## src/rtl/instr_fetch_queue_pkg.sv

```systemverilog
// Shared fetch-stage constants and the {instr,pc} queue entry layout.
package instr_fetch_queue_pkg;

    localparam int unsigned   INSTR_W  = 32;
    localparam logic [31:0]   RESET_PC = 32'h0000_0000;
    localparam logic [31:0]   NOP      = 32'h0000_0013;
    localparam int unsigned   ENTRY_W  = 64;

    typedef struct packed {
        logic [INSTR_W-1:0] instr;
        logic [31:0]        pc;
    } entry_t;

endpackage

```

## src/rtl/instr_fetch_queue_fifo.sv

```systemverilog
// Entry storage for the fetch queue: circular buffer with push, pop and flush.
module fetch_fifo
    import instr_fetch_queue_pkg::*;
#(
    parameter int unsigned DEPTH = 2,
    localparam int unsigned PW   = $clog2(DEPTH),
    localparam int unsigned CW   = $clog2(DEPTH) + 1
) (
    input  logic          clk_i,
    input  logic          rst_ni,
    input  logic          push_i,
    input  logic          pop_i,
    input  logic          flush_i,
    input  entry_t        wdata_i,
    output entry_t        rdata_o,
    output logic          empty_o,
    output logic [CW-1:0] count_o
);

    entry_t          mem_q [DEPTH];
    logic [PW-1:0]   wr_ptr_q, wr_ptr_d;
    logic [PW-1:0]   rd_ptr_q, rd_ptr_d;
    logic [CW-1:0]   count_q, count_d;
    logic            do_push, do_pop;

    assign empty_o = (count_q == '0);
    assign count_o = count_q;
    assign rdata_o = mem_q[rd_ptr_q];

    // Flush wins over any same-cycle push or pop.
    assign do_push = push_i & ~flush_i;
    assign do_pop  = pop_i & ~flush_i & ~empty_o;

    always_comb begin
        wr_ptr_d = wr_ptr_q;
        rd_ptr_d = rd_ptr_q;
        count_d  = count_q;
        if (flush_i) begin
            wr_ptr_d = '0;
            rd_ptr_d = '0;
            count_d  = '0;
        end else begin
            if (do_push) wr_ptr_d = wr_ptr_q + 1'b1;
            if (do_pop)  rd_ptr_d = rd_ptr_q + 1'b1;
            if (do_push && !do_pop) count_d = count_q + 1'b1;
            if (!do_push && do_pop) count_d = count_q - 1'b1;
        end
    end

    always_ff @(posedge clk_i or negedge rst_ni) begin
        if (!rst_ni) begin
            wr_ptr_q <= '0;
            rd_ptr_q <= '0;
            count_q  <= '0;
            for (int unsigned i = 0; i < DEPTH; i++) mem_q[i] <= '0;
        end else begin
            wr_ptr_q <= wr_ptr_d;
            rd_ptr_q <= rd_ptr_d;
            count_q  <= count_d;
            if (do_push) mem_q[wr_ptr_q] <= wdata_i;
        end
    end

endmodule

```

## src/rtl/instr_fetch_queue.sv

```systemverilog
// Fetch stage: owns the PC, reads instr_memory combinationally and queues {instr,pc}
// for decode; redirects flush the queue, illegal fetch addresses raise a sticky fault.
module instr_fetch_queue
    import instr_fetch_queue_pkg::*;
#(
    parameter logic [31:0] RESET_PC   = instr_fetch_queue_pkg::RESET_PC,
    parameter int unsigned IMEM_BYTES = 100,
    parameter int unsigned DEPTH      = 2
) (
    input  logic               clk,
    input  logic               rst_n,
    output logic [31:0]        imem_addr,
    input  logic [INSTR_W-1:0] imem_instr,
    input  logic               redirect_valid,
    input  logic [31:0]        redirect_pc,
    output logic               out_valid,
    input  logic               out_ready,
    output logic [INSTR_W-1:0] out_instr,
    output logic [31:0]        out_pc,
    output logic               fault,
    output logic [31:0]        fault_pc
);

    localparam int unsigned CW      = $clog2(DEPTH) + 1;
    localparam logic [31:0] LAST_PC = 32'(IMEM_BYTES - 4);

    logic [31:0]   pc_q, pc_d;
    logic          fault_q, fault_d;
    logic [31:0]   fault_pc_q, fault_pc_d;
    logic          legal, push, pop, empty;
    logic [CW-1:0] count;
    entry_t        head, wentry;

    assign pop    = out_valid & out_ready;
    assign legal  = (pc_q[1:0] == 2'b00) && (pc_q <= LAST_PC);
    assign push   = ~redirect_valid & ~fault_q & legal & ((count < CW'(DEPTH)) | pop);
    assign wentry = '{instr: imem_instr, pc: pc_q};

    fetch_fifo #(.DEPTH(DEPTH)) u_fifo (
        .clk_i   (clk),
        .rst_ni  (rst_n),
        .push_i  (push),
        .pop_i   (pop),
        .flush_i (redirect_valid),
        .wdata_i (wentry),
        .rdata_o (head),
        .empty_o (empty),
        .count_o (count)
    );

    always_comb begin
        pc_d       = pc_q;
        fault_d    = fault_q;
        fault_pc_d = fault_pc_q;
        if (redirect_valid) begin
            pc_d    = redirect_pc;
            fault_d = 1'b0;
        end else if (!fault_q && !legal) begin
            fault_d    = 1'b1;
            fault_pc_d = pc_q;
        end else if (push) begin
            pc_d = pc_q + 32'd4;
        end
    end

    always_ff @(posedge clk or negedge rst_n) begin
        if (!rst_n) begin
            pc_q       <= RESET_PC;
            fault_q    <= 1'b0;
            fault_pc_q <= '0;
        end else begin
            pc_q       <= pc_d;
            fault_q    <= fault_d;
            fault_pc_q <= fault_pc_d;
        end
    end

    assign imem_addr = pc_q;
    assign out_valid = ~empty;
    assign out_instr = head.instr;
    assign out_pc    = head.pc;
    assign fault     = fault_q;
    assign fault_pc  = fault_pc_q;

endmodule

```

## config.mk

```make
export PLATFORM = sky130hd
export DESIGN_NAME = instr_fetch_queue
export DESIGN_NICKNAME = d
export VERILOG_FILES = /design/src/rtl/instr_fetch_queue_pkg.sv /design/src/rtl/instr_fetch_queue_fifo.sv /design/src/rtl/instr_fetch_queue.sv
export SDC_FILE = /design/constraint.sdc
export NUM_CORES = 1
export LEC_CHECK = 0
export BUFFER_PORTS_ARGS = -buffer_cell sky130_fd_sc_hd__buf_2
export CAP_MARGIN = 0
export CORE_MARGIN = 8
export CORE_UTILIZATION = 53
export CTS_CLUSTER_DIAMETER = 30
export DETAILED_ROUTE_END_ITERATION = 10
export PLACE_DENSITY_LB_ADDON = 0.08
export SLEW_MARGIN = 20
export SYNTH_ARGS = -nofsm -noshare
export SYNTH_HDL_FRONTEND = slang
export SYNTH_SLANG_ARGS = --single-unit
```

## constraint.sdc

```tcl
create_clock -name clk -period 2.4 [get_ports clk]
set_input_delay 0.24 -clock clk [delete_from_list [all_inputs] [get_ports clk]]
set_output_delay 0.24 -clock clk [all_outputs]
set_load 0.05 [all_outputs]
```

### Yosys cells after proc, flatten, opt, wreduce, memory -nomap -nowiden

Index checks and enable logic that the tools add are counted.
Widths: inputs -> output; s select.

| storage, ports and cells | value |
|---|---|
| bits in registers | 197 |
| bits in latches | 0 |
| memory bits (writable) | 0 |
| bits in read-only memories | 0 |
| word-level logic and storage cells | 70 |
| memories kept | 0 |

| cells by class | value |
|---|---|
| $add $sub $neg | 5 |
| $mul | 0 |
| divide/modulo/power cells | 0 |
| order comparisons | 5 |
| eq/ne operators | 1 |
| shift operators | 0 |
| mux-type cells | 18 |
| bitwise operators | 13 |
| reductions and logical operators | 18 |

Operators by type and width:

| operator | count |
|---|---|
| $mux 64 | 4 |
| $bwmux 128 | 1 |
| $mux 32 | 3 |
| $demux 64 s1 | 1 |
| $add 32x3->32 const B | 1 |
| $le 32x7->1 const B | 1 |
| $reduce_bool 2->1 | 4 |
| $and 1x1->1 | 7 |
| $mux 1 | 6 |
| $mux 2 | 3 |
| $logic_and 1x1->1 | 5 |
| $ge 2x2->1 const B | 2 |
| $logic_not 1->1 | 4 |
| $logic_not 2->1 | 2 |
| $not 1->2 | 2 |
| $reduce_and 2->1 | 2 |
| $not 1->1 | 3 |
| $reduce_bool 3->1 | 1 |
| $add 1x1->1 const B | 2 |
| $add 2x1->2 const B | 1 |
| $lt 2x1->1 const B | 1 |
| $lt 2x2->1 const B | 1 |
| $ne 2x2->1 const B | 1 |
| $sub 2x1->2 const B | 1 |
| $or 1x1->1 | 1 |

### Longest topological paths before layout

Gate-level depths: netlist of the first run.

| depth | value |
|---|---|
| word-level depth | 10 |
| mapped depth | 8 |

### Hierarchy

Synthesis of the first run repeated with hierarchy kept, for this count alone.

| unflattened totals | value |
|---|---|
| cell total of the unflattened synthesis | 546 |
| area, all modules | 8873.5 um^2 |

By module, submodules not included:

| module | times used | cells each | area each (um^2) | sequential area each (um^2) |
|---|---|---|---|---|
| fetch_fifo | 1 | 363 | 6055.8 | 3303.2 |
| instr_fetch_queue | 1 | 183 | 2817.7 | 1626.6 |

### Worst setup path after synthesis of the first run

OpenSTA, ideal clock, no wires.

| path | value |
|---|---|
| path kind | reg-to-reg |
| from | reg pc_q[2] (netlist: imem_addr[2]) |
| to | reg u_fifo.mem_q[3] (netlist bit) |
| setup time | 0.128 ns |
| arrival time | 2.274 ns |
| setup slack | -0.001 ns |
| stages on the path, launching flop included | 9 |
| path buffers | 2 |
| cells stage by stage | dfrtp_1 -> inv_1 -> ha_1 -> nor2b_1 -> o2111a_1 -> and4_1 -> buf_6 -> buf_12 -> mux2_1 |

| between the ends | value |
|---|---|
| longest elaborated chain between the ends | 5 |

RTL lines:

| what | RTL line | text |
|---|---|---|
| from (decl) | instr_fetch_queue.sv:27 | `logic [31:0] pc_q, pc_d;` |
| from (signal assigned) | instr_fetch_queue.sv:72 | `pc_q <= pc_d;` |
| $le 32x7->1 | instr_fetch_queue.sv:35 | `assign legal = (pc_q[1:0] == 2'b00) && (pc_q <= LAST_PC);` |
| $logic_and 1x1->1 | instr_fetch_queue.sv:35 |  |
| $and 1x1->1 (2 in a row) | instr_fetch_queue.sv:36 | `assign push = ~redirect_valid & ~fault_q & legal & ((count < CW'(DEPTH)) \| pop);` |
| $and 1x1->1 | instr_fetch_queue_fifo.sv:31 | `assign do_push = push_i & ~flush_i;` |
| to (signal, indexed assignment) | instr_fetch_queue_fifo.sv:60 | `if (do_push) mem_q[wr_ptr_q] <= wdata_i;` |
| to (decl) | instr_fetch_queue_fifo.sv:20 | `entry_t mem_q [DEPTH];` |

Every way passes these cells.
A chain may end at the register's enable or synchronous reset.

### Worst setup path in the final report of the first run

| path | value |
|---|---|
| from | reg pc_q[14] (netlist: imem_addr[14]) |
| to | reg u_fifo.mem_q[112] (netlist bit) |

The elaborated chain is that of the path after synthesis.

==> results.toml, run 1 <==
[status]
status = "complete, no violations"

[sta]
finalSetupViolCount = 0
max_freq_mhz = 450
min_period_ps = 2220
post-route-period-util = 0.925
layout_setup_ws_ps = 180
hold_violations = 0
worst_pin_slew_ps = 612
rsz0062_at_grt = "false"
hold_ws_ps = 33.9
maxSlewHeadroom = 0.592
tns_ps = 0
finalClockSkew_ps = 8.07
finalMaxSlewViolations = 0

[die]
die-area_sq_um = 19700
initial_core_util = 0.541
dieHeight_um = 140
pin_count = 198
rows = 45
die_x_um = 140
core_area_sq_um = 15100

[drt]
drc_errors = 0
drtIter0Drc = 260
top_layer = "met5"
drt-pass1-iter-count = 4
ant_nets = 0
avgViaCountPerCell = 5.30
routed_wl_um = 18100
routedWlPerCell_um = 19.0
wl_met1_um = 7820
dr_wl_met2_um = 8610
wl_met3_um = 1370
vias = 5049

[clocking]
post_cts_buffers = 0
cts_buffers = 17
cts_root_buf = "clkbuf_16"
cts_buffer_depth = 2
cts_tree = "yes"
htreeDepth = 4
cts-resized-gates = 0
clkSlewWorstSetupHoldPaths_ps = 70
ctsHoldBuffers = 1
clkLatencyLatePin_ps = 420
cts.sinks = 197

[power_and_ir_drop]
p_per_area_nw_per_um2 = 778
switching_share = 0.296
seqPwrFrac = 0.465
switchingPower_uw = 2320
combPwrFrac = 0.170
ir_worst_vdd_mv = 0.554
leakagePower_uw = 0.00520
p_int_uw = 5510
p_clk_frac = 0.366

[critical_path]
crit_fanout = 33
ff2ff_setup_slack_ps = 180
start_kind = "flip-flop"
crit_slowest_cell = "nor4_2"
reg2reg_depth = 5
worstPathCellList = "nor4_2, nand4_2, nor4_4, buf_12, mux2_1"
slowest_delay_ps = 450
cp-end-kind = "flip-flop"
timing.rr.start = "imem_addr[14]"
cp_top_family = "simple AND/OR/NAND/NOR gates"
cp.required_ps = 2700
critPathKind = "reg2reg"
worst_ep_arrival_time_ps = 2520
path_buf_inv = 1
rr_endpoint = "u_fifo.mem_q[112]"

[logic_synthesis]
synth_nets = 613
synthAdderAreaFrac = 0.00305
synth_warnings = 0
synth_cell_types = 38
synth-compound-area-share = 0.0156
avgSynthCellArea_sq_um = 15.1
synthMuxAreaShare = 0.272
synthesis.area_sq_um = 8200
syn_inst = 543
synth_top_family_by_area = "multiplexers"
synth-simple-area-share = 0.0748
synth_xor_area_frac = 0.00214
synth-seq-cells = 197
ys_seq_area_frac = 0.601

[layout]
antenna_cells = 0
final_cells = 952
layout.cells.most_common = "buf_2"
drive_above_1_share = 0.517
areaGrowthSynthToFinish_pct = 22.8
final_cell_mix = "196 x buf_2, 195 x dfrtp_1, 134 x mux2_2"
nets = 821

[grt]
grt_pass1_wl_um = 29700
grt_pass1_vias = 5577
grt-ovfl-total = 0
grtUsageTotal = 0.189
antenna_found_initial = 1
grt_start_max_net_pins = 75

[placed_design]
dpl.hpwl_um = 12800
preCtsSetupSlack_ps = 187
io_buffers = 197
gp_congestion = 0.812
dp.cells = 919

[worst_hold_path]
whs_path_depth = 3
hold_end = "imem_addr[5]"
worstHoldPathType = "in2reg"
hp-start = "redirect_pc[5]"

[flow_run]
drv_cap = 0
[how the worst max path moves through the flow]
stage | from | endpoint | cells after the start
floorplan | imem_addr[3] | u_fifo.mem_q[3] | 8
global placement | imem_addr[14] | u_fifo.mem_q[96] | 5
detailed placement | imem_addr[14] | u_fifo.mem_q[96] | 5
CTS | imem_addr[14] | u_fifo.mem_q[112] | 5
global route | imem_addr[14] | u_fifo.mem_q[112] | 5
finish | imem_addr[14] | u_fifo.mem_q[112] | 5
[power by group through the flow]
stage | registers (uW) | clock network [uW] | logic, uW
6_report | 3640 | 2860 | 1330
5_1_grt | 3660 | 3050 | 1400
4_1_cts | 3640 | 2930 | 1350
3_5_place_dp | 3700 | 0 | 1350
3_3_place_gp | 3690 | 0 | 1330
2_1_floorplan | 4250 | 0 | 353
[cell usage after synthesis]
cell,instances,area (sq um)
o31ai_1,1,7.51
buf_2,5,25.0
nor2b_1,57,357
mux2_1,64,721
xnor2_1,1,8.76
a221oi_1,1,8.76
xor2_1,1,8.76
or2_2,1,6.26
buf_6,9,101
buf_12,3,60.1
nand3_1,2,10.0
and4_1,2,17.5
nor3_1,3,15.0
nand2_1,3,11.3
nor4_2,6,75.1
nor3b_1,1,7.51
nand4_2,1,12.5
nand2b_1,1,6.26
nor4_4,1,21.3
a31oi_1,3,18.8
a21oi_1,1,5.00
o2111ai_2,1,15.0
clkbuf_2,1,5.00
o41a_1,1,11.3
mux2_2,134,1510
a211oi_1,1,7.51
nor4_1,3,18.8
nor2_1,8,30.0
a21o_1,2,15.0
nand4_1,4,25.0
ha_1,2,25.0
o21ai_0,2,10.0
dfrtp_1,197,4930
o41ai_1,1,8.76
inv_1,5,18.8
o21ai_2,1,8.76
clkbuf_1,12,45.0
o2111a_1,1,11.3
[stage by stage]
step                      utilization  power (uW)  instance area (sq um)
after floorplan                     -        4600                   8200
after global placement          0.625        5020                   9470
after detailed placement        0.625        5050                   9470
after CTS                       0.665        7920                  10100
after global routing            0.665        8110                  10100
final                           0.665        7830                  10100
[layer usage]
metal,global-route usage,vias to the layer above
met5,0,-
met4,0.0629,2
met3,0.0693,22
met2,0.300,139
met1,0.236,2555
li1,-,2331
[layout make-up]
cell class,instances,area (sq um)
Clock buffer,20,437
Clock inverter,12,156
Fill cell,1125,5080
Inverter,5,18.8
Multi-Input combinational cell,311,3010
Sequential cell,197,4930
Tap cell,188,235
Timing Repair Buffer,219,1270
[flip-flops by register name (all words and copies together) (netlist names)]
name / cells
u_fifo.mem_q: 128
fault_pc: 32
imem_addr: 32
u_fifo.count_o: 2
fault: 1
u_fifo.rd_ptr_q: 1
u_fifo.wr_ptr_q: 1
[kinds of logic after synthesis]
| logic type | after synthesis |
|---|---|
| AO/OA/AOI/OAI | 16 |
| multiplexers | 198 |
| AND/OR/NAND/NOR | 93 |
| flip-flops | 197 |
| buffers and inverters | 35 |
| XOR/XNOR | 2 |
| adder cells (fa/ha/maj) | 2 |
[worst register-to-register path, cell delays in order, from the launching register on]
cell     delay (ps)
dfrtp_1         420
nor4_2          450
nand4_2         200
nor4_4          390
buf_12          260
mux2_1          370
Note: power is estimated with default switching activity, not from simulation.
==> inputs of run 2 (changes only) <==
--- a/config.mk
+++ b/config.mk
@@ -11,7 +11,7 @@
 export CORE_UTILIZATION = 53
 export CTS_CLUSTER_DIAMETER = 30
 export DETAILED_ROUTE_END_ITERATION = 10
-export PLACE_DENSITY_LB_ADDON = 0.08
+export PLACE_DENSITY_LB_ADDON = 0.15
 export SLEW_MARGIN = 20
 export SYNTH_ARGS = -nofsm -noshare
 export SYNTH_HDL_FRONTEND = slang
==> results.toml, run 2 (synthesis gave the netlist of run 1 again) <==
[drt]
ant_nets = 0
drc_errors = 0
avgViaCountPerCell = 5.27
routed_wl_um = 18000
routedWlPerCell_um = 18.9
drt-pass1-iter-count = 4
drtIter0Drc = 233
vias = 5013

[power_and_ir_drop]
switchingPower_uw = 2340
switching_share = 0.302
ir_worst_vdd_mv = 0.791
p_clk_frac = 0.359
p_per_area_nw_per_um2 = 772
combPwrFrac = 0.171
p_int_uw = 5400
seqPwrFrac = 0.469
leakagePower_uw = 0.00520

[clocking]
cts_tree = "yes"
cts_root_buf = "clkbuf_16"
cts_buffers = 17
clkSlewWorstSetupHoldPaths_ps = 70
clkLatencyLatePin_ps = 420
htreeDepth = 4
cts_buffer_depth = 2
post_cts_buffers = 0
ctsHoldBuffers = 1
cts-resized-gates = 0
cts.sinks = 197

[sta]
tns_ps = 0
rsz0062_at_grt = "false"
max_freq_mhz = 448
finalClockSkew_ps = 9.00
finalSetupViolCount = 0
maxSlewHeadroom = 0.584
finalMaxSlewViolations = 0
worst_pin_slew_ps = 624
post-route-period-util = 0.929
layout_setup_ws_ps = 170
hold_violations = 0
min_period_ps = 2230

[grt]
grt-ovfl-total = 0
grt_pass1_wl_um = 29100
grtUsageTotal = 0.185
grt_pass1_vias = 5510
antenna_found_initial = 2
grt_start_max_net_pins = 76

[flow_run]
drv_cap = 0

[layout]
final_cells = 952
nets = 821
areaGrowthSynthToFinish_pct = 22.4
largest_register = "u_fifo.mem_q"
final_cell_mix = "196 x buf_2, 195 x dfrtp_1, 134 x mux2_2"
layout.cells.most_common = "buf_2"
largest_reg_flops = 128
drive_above_1_share = 0.521
antenna_cells = 0

[critical_path]
ff2ff_setup_slack_ps = 170
cp.required_ps = 2700
worstPathCellList = "nor4_2, nand4_2, nor4_4, buf_12, mux2_2"
worst_ep_arrival_time_ps = 2530
start_kind = "flip-flop"
critPathKind = "reg2reg"
crit_slowest_cell = "nor4_2"
crit_fanout = 29
cp-end-kind = "flip-flop"
slowest_delay_ps = 450

[placed_design]
preCtsSetupSlack_ps = 154
io_buffers = 197
dp.cells = 919
gp_congestion = 0.808
dpl.hpwl_um = 12500

[die]
dieHeight_um = 140
die-area_sq_um = 19700
die_x_um = 140
core_area_sq_um = 15100
initial_core_util = 0.541
rows = 45
pin_count = 198

[worst_hold_path]
worstHoldPathType = "in2reg"

[status]
status = "complete, no violations"
-- run 2: cell types whose count changed in the layout (fill, tap and decap cells not counted), moves of 2 or more --
cell       change
inv_6          +5
clkbuf_1       -3
clkbuf_8       +3
clkinv_4       -3
buf_12         -2
buf_4          +2
bufinv_16      -2
-- run 2: layout make-up --
class                           count  area, sq um
Clock buffer                       20          467
Clock inverter                     12          118
Fill cell                        1121         5110
Inverter                            5         18.8
Multi-Input combinational cell    311         3010
Sequential cell                   197         4930
Tap cell                          188          235
Timing Repair Buffer              219         1250
-- run 2: through the flow --
stage	utilization	hold slack (ps)	cell area, sq um	total power [uW]
after global routing	0.663	35.0	10000	8050
final	0.663	48.7	10000	7750
after floorplan	-	-55.6	8200	4600
after CTS	0.663	30.7	10000	7840
after global placement	0.623	305	9440	5010
after detailed placement	0.623	315	9440	5040
-- run 2: per-layer routing --
layer  part of all wire  up-vias  global-route usage
li1                   -     2332                   -
met1               0.43     2525               0.230
met2               0.49      137               0.301
met3              0.070       15              0.0690
met4             0.0092        4              0.0400
met5             0.0011        -                   0
-- run 2: final timing paths --
| kind | to | startpoint | depth (start not counted) |
|---|---|---|---|
| worst max-delay path | u_fifo.mem_q[127] | imem_addr[22] | 5 |
| max in group asynchronous | fault_pc[31] | rst_n | 3 |
| min in group asynchronous | u_fifo.mem_q[106] | rst_n | 2 |
| worst min-delay path | imem_addr[27] | redirect_pc[27] | 2 |
| worst min register to register | u_fifo.mem_q[57] | u_fifo.mem_q[57] | 1 |
| worst max register to register | u_fifo.mem_q[127] | imem_addr[22] | 5 |
-- run 2: worst max-delay path: cells and delay by family (launching register included) --
family        cells  cell delay (ps)
simple gates      3             1050
flops             1              410
mux               1              370
buf+inv           1              260
-- run 2: power groups by stage --
stage / sequential (uW) / combinational (uW) / clock, uW
after global routing: 3660 / 1400 / 2990
after CTS: 3640 / 1350 / 2850
after floorplan: 4250 / 353 / 0
final: 3640 / 1330 / 2780
after detailed placement: 3700 / 1340 / 0
after global placement: 3690 / 1330 / 0
